File: src/rtl/vmem_arb_pkg.sv
// rtl/vmem_arb_pkg.sv - shared types and helpers for the vmem arbiter
package vmem_arb_pkg;

    // Requester ID as stored in the in-flight FIFO
    typedef enum logic {
        VMEM_REQ_VEC = 1'b0,
        VMEM_REQ_SCA = 1'b1
    } vmem_req_id_e;

    // Width of an outstanding counter that must hold 0..max_outstanding inclusive
    function automatic int vmem_cnt_w(input int max_outstanding);
        return $clog2(max_outstanding) + 1;
    endfunction

endpackage

File: src/rtl/vmem_arb_id_fifo.sv
// rtl/vmem_arb_id_fifo.sv - ordered FIFO of requester IDs for in-flight transactions
module vmem_arb_id_fifo
    import vmem_arb_pkg::*;
#(
    parameter int DEPTH = 4,
    localparam int CW = vmem_cnt_w(DEPTH)
) (
    input  logic          clk_i,
    input  logic          rst_i,
    input  logic          push_i,
    input  logic          pop_i,
    input  logic          data_i,
    output logic          head_o,
    output logic [CW-1:0] count_o
);

    localparam int PW = $clog2(DEPTH);
    localparam logic [CW-1:0] FULL_CNT = CW'(DEPTH);

    logic [DEPTH-1:0] mem_q, mem_d;
    logic [PW-1:0]    wr_ptr_q, wr_ptr_d;
    logic [PW-1:0]    rd_ptr_q, rd_ptr_d;
    logic [CW-1:0]    count_q, count_d;
    logic             do_push, do_pop;

    // Pointer, storage and occupancy update; push ignored when full, pop ignored when empty
    always_comb begin
        do_push  = push_i && (count_q != FULL_CNT);
        do_pop   = pop_i && (count_q != '0);
        mem_d    = mem_q;
        wr_ptr_d = wr_ptr_q;
        rd_ptr_d = rd_ptr_q;
        count_d  = count_q;
        if (do_push) begin
            mem_d[wr_ptr_q] = data_i;
            wr_ptr_d        = wr_ptr_q + 1'b1;
        end
        if (do_pop) begin
            rd_ptr_d = rd_ptr_q + 1'b1;
        end
        case ({do_push, do_pop})
            2'b10:   count_d = count_q + 1'b1;
            2'b01:   count_d = count_q - 1'b1;
            default: count_d = count_q;
        endcase
    end

    // State registers
    always_ff @(posedge clk_i or posedge rst_i) begin
        if (rst_i) begin
            mem_q    <= '0;
            wr_ptr_q <= '0;
            rd_ptr_q <= '0;
            count_q  <= '0;
        end else begin
            mem_q    <= mem_d;
            wr_ptr_q <= wr_ptr_d;
            rd_ptr_q <= rd_ptr_d;
            count_q  <= count_d;
        end
    end

    assign head_o  = mem_q[rd_ptr_q];
    assign count_o = count_q;

endmodule

File: src/rtl/vmem_arbiter.sv
// rtl/vmem_arbiter.sv - round-robin OBI arbiter between vector and scalar memory requesters
module vmem_arbiter
    import vmem_arb_pkg::*;
#(
    parameter int VMEM_W          = 128,
    parameter int MAX_OUTSTANDING = 4
) (
    input  logic                  clk_i,
    input  logic                  rst_i,
    input  logic                  vec_req_i,
    output logic                  vec_gnt_o,
    input  logic [31:0]           vec_addr_i,
    input  logic                  vec_we_i,
    input  logic [VMEM_W/8-1:0]   vec_be_i,
    input  logic [VMEM_W-1:0]     vec_wdata_i,
    output logic                  vec_rvalid_o,
    output logic [VMEM_W-1:0]     vec_rdata_o,
    output logic                  vec_err_o,
    input  logic                  sca_req_i,
    output logic                  sca_gnt_o,
    input  logic [31:0]           sca_addr_i,
    input  logic                  sca_we_i,
    input  logic [VMEM_W/8-1:0]   sca_be_i,
    input  logic [VMEM_W-1:0]     sca_wdata_i,
    output logic                  sca_rvalid_o,
    output logic [VMEM_W-1:0]     sca_rdata_o,
    output logic                  sca_err_o,
    output logic                  mem_req_o,
    input  logic                  mem_gnt_i,
    output logic [31:0]           mem_addr_o,
    output logic                  mem_we_o,
    output logic [VMEM_W/8-1:0]   mem_be_o,
    output logic [VMEM_W-1:0]     mem_wdata_o,
    input  logic                  mem_rvalid_i,
    input  logic [VMEM_W-1:0]     mem_rdata_i,
    input  logic                  mem_err_i,
    output logic                  proto_err_o
);

    localparam int CW = vmem_cnt_w(MAX_OUTSTANDING);
    localparam logic [CW-1:0] FULL_CNT = CW'(MAX_OUTSTANDING);

    vmem_req_id_e  sel_q, sel_d, sel;
    vmem_req_id_e  last_q, last_d;
    logic          lock_q, lock_d;
    logic          proto_err_q, proto_err_d;
    logic          sel_req;
    logic          handshake;
    logic          resp_ok;
    logic          fifo_head;
    logic [CW-1:0] count;

    // Pick the requester to present: hold a locked selection, else round-robin on contention
    always_comb begin
        sel = VMEM_REQ_VEC;
        if (lock_q) begin
            sel = sel_q;
        end else if (vec_req_i && !sca_req_i) begin
            sel = VMEM_REQ_VEC;
        end else if (!vec_req_i && sca_req_i) begin
            sel = VMEM_REQ_SCA;
        end else if (vec_req_i && sca_req_i) begin
            sel = (last_q == VMEM_REQ_VEC) ? VMEM_REQ_SCA : VMEM_REQ_VEC;
        end
        sel_req = (sel == VMEM_REQ_SCA) ? sca_req_i : vec_req_i;
    end

    // Memory request and field mux; a full ID FIFO blocks new requests regardless of rvalid
    always_comb begin
        mem_req_o   = sel_req && (count != FULL_CNT) && !rst_i;
        mem_addr_o  = vec_addr_i;
        mem_we_o    = vec_we_i;
        mem_be_o    = vec_be_i;
        mem_wdata_o = vec_wdata_i;
        if (mem_req_o && (sel == VMEM_REQ_SCA)) begin
            mem_addr_o  = sca_addr_i;
            mem_we_o    = sca_we_i;
            mem_be_o    = sca_be_i;
            mem_wdata_o = sca_wdata_i;
        end
    end

    // Grants to the presented requester and in-order response routing from the FIFO head
    always_comb begin
        handshake    = mem_req_o && mem_gnt_i;
        vec_gnt_o    = handshake && (sel == VMEM_REQ_VEC);
        sca_gnt_o    = handshake && (sel == VMEM_REQ_SCA);
        resp_ok      = mem_rvalid_i && (count != '0) && !rst_i;
        vec_rvalid_o = resp_ok && !fifo_head;
        sca_rvalid_o = resp_ok && fifo_head;
        vec_rdata_o  = mem_rdata_i;
        sca_rdata_o  = mem_rdata_i;
        vec_err_o    = mem_err_i;
        sca_err_o    = mem_err_i;
    end

    // Next-state for lock, selection, round-robin history and the sticky protocol flag
    always_comb begin
        sel_d       = sel_q;
        lock_d      = lock_q;
        last_d      = last_q;
        proto_err_d = proto_err_q || (mem_rvalid_i && (count == '0));
        if (handshake) begin
            sel_d  = sel;
            last_d = sel;
            lock_d = 1'b0;
        end else if (mem_req_o) begin
            sel_d  = sel;
            lock_d = 1'b1;
        end
    end

    // State registers
    always_ff @(posedge clk_i or posedge rst_i) begin
        if (rst_i) begin
            sel_q       <= VMEM_REQ_VEC;
            lock_q      <= 1'b0;
            last_q      <= VMEM_REQ_VEC;
            proto_err_q <= 1'b0;
        end else begin
            sel_q       <= sel_d;
            lock_q      <= lock_d;
            last_q      <= last_d;
            proto_err_q <= proto_err_d;
        end
    end

    assign proto_err_o = proto_err_q;

    vmem_arb_id_fifo #(
        .DEPTH (MAX_OUTSTANDING)
    ) u_id_fifo (
        .clk_i   (clk_i),
        .rst_i   (rst_i),
        .push_i  (handshake),
        .pop_i   (resp_ok),
        .data_i  (sel == VMEM_REQ_SCA),
        .head_o  (fifo_head),
        .count_o (count)
    );

endmodule

File: config.mk
export PLATFORM = sky130hd
export DESIGN_NAME = vmem_arbiter
export DESIGN_NICKNAME = d
export VERILOG_FILES = /design/src/rtl/vmem_arb_pkg.sv /design/src/rtl/vmem_arb_id_fifo.sv /design/src/rtl/vmem_arbiter.sv
export SDC_FILE = /design/constraint.sdc
export NUM_CORES = 1
export LEC_CHECK = 0
export ABC_AREA = 0
export BUFFER_PORTS_ARGS = -buffer_cell sky130_fd_sc_hd__buf_2
export CORE_AREA = 3 3 366 368
export CTS_BUF_LIST = sky130_fd_sc_hd__clkbuf_4 sky130_fd_sc_hd__clkbuf_8 sky130_fd_sc_hd__clkbuf_16
export CTS_CLUSTER_DIAMETER = 80
export DETAILED_ROUTE_END_ITERATION = 16
export DIE_AREA = 0 0 369 371
export SYNTH_ARGS = -nofsm -noshare
export SYNTH_HDL_FRONTEND = slang
export SYNTH_SLANG_ARGS = --single-unit
File: constraint.sdc
create_clock -name clk_i -period 6.9 [get_ports clk_i]
set_clock_uncertainty 0.2 [all_clocks]
set_input_delay 0.69 -clock clk_i [delete_from_list [all_inputs] [get_ports clk_i]]
set_output_delay 0.69 -clock clk_i [all_outputs]
set_load 0.02 [all_outputs]
==> out/summary.json <==
{
  "die_h": {"value": 371, "unit": "um"},
  "worst_setup_hold_path_clk_slew": {"value": 50, "unit": "ps"},
  "synth_edf_count": {"value": 0},
  "clock_sinks": {"value": 15},
  "final-max-slew-violation-count": {"value": 0},
  "syn_avg_cell_area": {"value": 10.32, "unit": "sq um"},
  "final_design_area_no_fill": {"value": 0.008356, "unit": "sq mm"},
  "post-dp-hpwl": {"value": 61360, "unit": "um"},
  "ctsRootBufferMaster": {"value": "sky130_fd_sc_hd__clkbuf_16"},
  "place_area": {"value": 0.008258, "unit": "sq mm"},
  "fmax": {"value": 239.7, "unit": "MHz"},
  "run_status": {"value": "completed"},
  "worstPathArrival": {"value": 3280, "unit": "ps"},
  "design.die.area": {"value": 0.1369, "unit": "sq mm"},
  "hold_path.class": {"value": "flip-flop to flip-flop"},
  "cts_max_path_buffers": {"value": 2},
  "finalWirelength": {"value": 63840, "unit": "um"},
  "rsz_0062_raised_after_global_routing": {"value": "no"},
  "finalWorstPathRequiredPeriod": {"value": 4171, "unit": "ps"},
  "clk_latency": {"value": 240, "unit": "ps"},
  "area.growth.synth_to_final": {"value": 53.87, "unit": "%"},
  "synth.largest_area_cell": {"value": "sky130_fd_sc_hd__mux2_4"},
  "hold_viol_final": {"value": 0},
  "grt_use_total": {"value": 0.08780},
  "crit_type": {"value": "primary input to output pin"},
  "cts_resized": {"value": 0},
  "worstSetupEndpointType": {"value": "output pin"},
  "gp_congestion": {"value": 0.8973},
  "synth_sequential_area_ratio": {"value": 0.06912},
  "grt_pass1_vias": {"value": 5154},
  "port_buffers": {"value": 542},
  "worstPathMaxFanout": {"value": 70},
  "routed-via-count": {"value": 5465},
  "cts_buffers": {"value": 3},
  "drv.max_cap_violation_count": {"value": 0},
  "critical_path_startpoint_category": {"value": "primary input"},
  "die_w": {"value": 369, "unit": "um"},
  "cts.htree.levels": {"value": 1},
  "firstDrtPassIters": {"value": 4},
  "starting_density": {"value": 0.04141},
  "row_count": {"value": 133},
  "syn-num-nets": {"value": 1021},
  "cts_post_setup_buffers_inserted": {"value": 0},
  "drive_gt1_frac": {"value": 0.9171},
  "ioPinCount": {"value": 930},
  "main_combinational_cell_family_by_area_after_synthesis": {"value": "multiplexers"},
  "most_used_standard_cell_by_instance_count_after_synthesis": {"value": "sky130_fd_sc_hd__buf_4"},
  "final_net_count": {"value": 1292},
  "area_share_of_the_largest_cell_type_after_synthesis": {"value": 0.3594},
  "grt_first_pass_wirelength": {"value": 73360, "unit": "um"},
  "final.period_utilization": {"value": 0.6045},
  "yosys-mux-area-fraction": {"value": 0.4650},
  "synth_adder_area_share": {"value": 0.01521},
  "synth.ff_latch_count": {"value": 15},
  "synth_simple_gate_area_share": {"value": 0.01705},
  "synthFlopType": {"value": "sky130_fd_sc_hd__dfrtp_1"},
  "async_flop_share": {"value": 1.000},
  "combined_area_of_all_synthesized_cells": {"value": 0.005430, "unit": "sq mm"},
  "first_iter_violations": {"value": 180},
  "synth-compound-area-share": {"value": 0.02512},
  "drt-vias-per-instance": {"value": 2.137},
  "synth-xor-area-share": {"value": 0.009677},
  "antenna_found_initial": {"value": 115},
  "yosysUniqueCellTypes": {"value": 31},
  "power_density": {"value": 238.7, "unit": "mW/mm^2"},
  "syn_inst": {"value": 526},
  "slew-limit-headroom": {"value": 0.4314},
  "synthesis.yosys.warnings": {"value": 0},
  "postCtsHoldBufs": {"value": 0},
  "tightestPinTransition": {"value": 852.9, "unit": "ps"},
  "synth.area.top_cells": {"value": "sky130_fd_sc_hd__mux2_4, sky130_fd_sc_hd__buf_4, sky130_fd_sc_hd__mux2_2"},
  "tritoncts": {"value": "built"},
  "final.fill_count": {"value": 15580},
  "leakagePower": {"value": 3.979, "unit": "nW"},
  "synthTopCellsByCount": {"value": "sky130_fd_sc_hd__buf_4, sky130_fd_sc_hd__mux2_4, sky130_fd_sc_hd__mux2_2"},
  "setup_viol": {"value": 0},
  "cp_data_required_time": {"value": 6010, "unit": "ps"},
  "max-vdd-ir-drop": {"value": 0.1682, "unit": "mV"},
  "drc": {"value": 0},
  "final.setup.tns": {"value": 0, "unit": "ps"},
  "hold-worst-slack": {"value": 249.3, "unit": "ps"},
  "core_area": {"value": 0.1311, "unit": "sq mm"},
  "grt_start_max_net_pins": {"value": 71},
  "antenna_violating_nets_post_route": {"value": 0},
  "grt-ovfl-total": {"value": 0},
  "wl_per_cell": {"value": 24.97, "unit": "um"}
}
-- worst paths after layout --
kind                                       start                           endpoint  slack [ps]  depth (start not counted)
setup / recovery                       sca_req_i                    mem_wdata_o[11]        2730                          7
hold / removal             proto_err_o$_DFF_PP0_              proto_err_o$_DFF_PP0_         250                          1
setup reg to reg               sel_q$_DFFE_PP0P_   u_id_fifo.count_o[2]$_DFFE_PP0P_        4100                         10
hold reg to reg            proto_err_o$_DFF_PP0_              proto_err_o$_DFF_PP0_         250                          1
max in group asynchronous                  rst_i  u_id_fifo.wr_ptr_q[0]$_DFFE_PP0P_        5780                          2
min in group asynchronous                  rst_i                 last_q$_DFFE_PP0N_         340                          2
-- sequential cells by signal, summed over array words and instances (netlist names) --
register / cells
last_q: 1
proto_err_o: 1
u_id_fifo.wr_ptr_q: 2
lock_q: 1
u_id_fifo.count_o: 3
u_id_fifo.rd_ptr_q: 2
u_id_fifo.mem_q: 4
sel_q: 1
-- power by group --
group          switching, mW  internal (mW)
clock network         0.0330         0.0820
logic                  0.946          0.762
registers             0.0375          0.134
-- layout make-up --
class | instances | area (sq um) | area share
multi-input cells | 224 | 2897 | 0.3467
repair buffers | 545 | 2760 | 0.3303
well taps | 1755 | 2196 | 0.2628
flip-flops and latches | 15 | 375.4 | 0.04492
clock buffers | 4 | 82.58 | 0.009883
inverters | 8 | 30.03 | 0.003594
diodes | 6 | 15.01 | 0.001797
-- cell usage in the layout (no fill, tap or decap), drive strengths merged, types with 2 or more instances in the layout --
master / Yosys / routed
a31oi: 4 / 4
buf: 279 / 545
dfrtp: 15 / 15
nor2b: 3 / 3
nand2: 3 / 3
clkbuf: 0 / 4
a21o: 2 / 2
diode: 0 / 6
xnor2: 3 / 3
xor2: 3 / 3
and2: 4 / 4
ha: 5 / 5
mux2: 178 / 178
inv: 8 / 8
a41oi: 4 / 4
-- cell families (layout without fill, tap and decap cells) --
| logic type | after synthesis | in the layout |
|---|---|---|
| xor+xnor | 6 | 6 |
| other cells | 0 | 6 |
| compound gates | 16 | 16 |
| fa+ha+maj | 6 | 6 |
| simple gates | 16 | 16 |
| buf+inv | 287 | 557 |
| flops | 15 | 15 |
| mux | 180 | 180 |
-- critical path, stage by stage --
cell	delay, ps
sky130_fd_sc_hd__buf_2	110
sky130_fd_sc_hd__nor2b_1	130
sky130_fd_sc_hd__a22oi_1	410
sky130_fd_sc_hd__nand2b_4	760
sky130_fd_sc_hd__buf_12	460
sky130_fd_sc_hd__mux2_2	400
sky130_fd_sc_hd__buf_2	160
-- per-stage QoR --
| stage | power, mW | cells | worst slack, ps | util |
|---|---|---|---|---|
| 6_report | 1.995 | 2557 | 2729 | 0.06372 |
| 5_1_grt | 2.128 | 2552 | 2480 | 0.06362 |
| 4_1_cts | 2.044 | 2551 | 2662 | 0.06360 |
| 3_5_place_dp | 1.921 | 2547 | 2692 | 0.06297 |
| 3_3_place_gp | 1.901 | 2547 | 2758 | 0.06297 |
| 2_1_floorplan | 1.578 | 526 | 3921 | - |
-- metal layers --
metal  track usage  share of wire  vias to the layer above  routed length [um]
met5      0.003561         0.0013                        -                  84
met4      0.008019          0.030                        6                1901
met3       0.05863           0.17                      232               10660
met2        0.1579           0.47                      879               30280
met1       0.08617           0.33                     2285               20910
li1              -              -                     2063                   -
(Power assumes the default switching activity.)
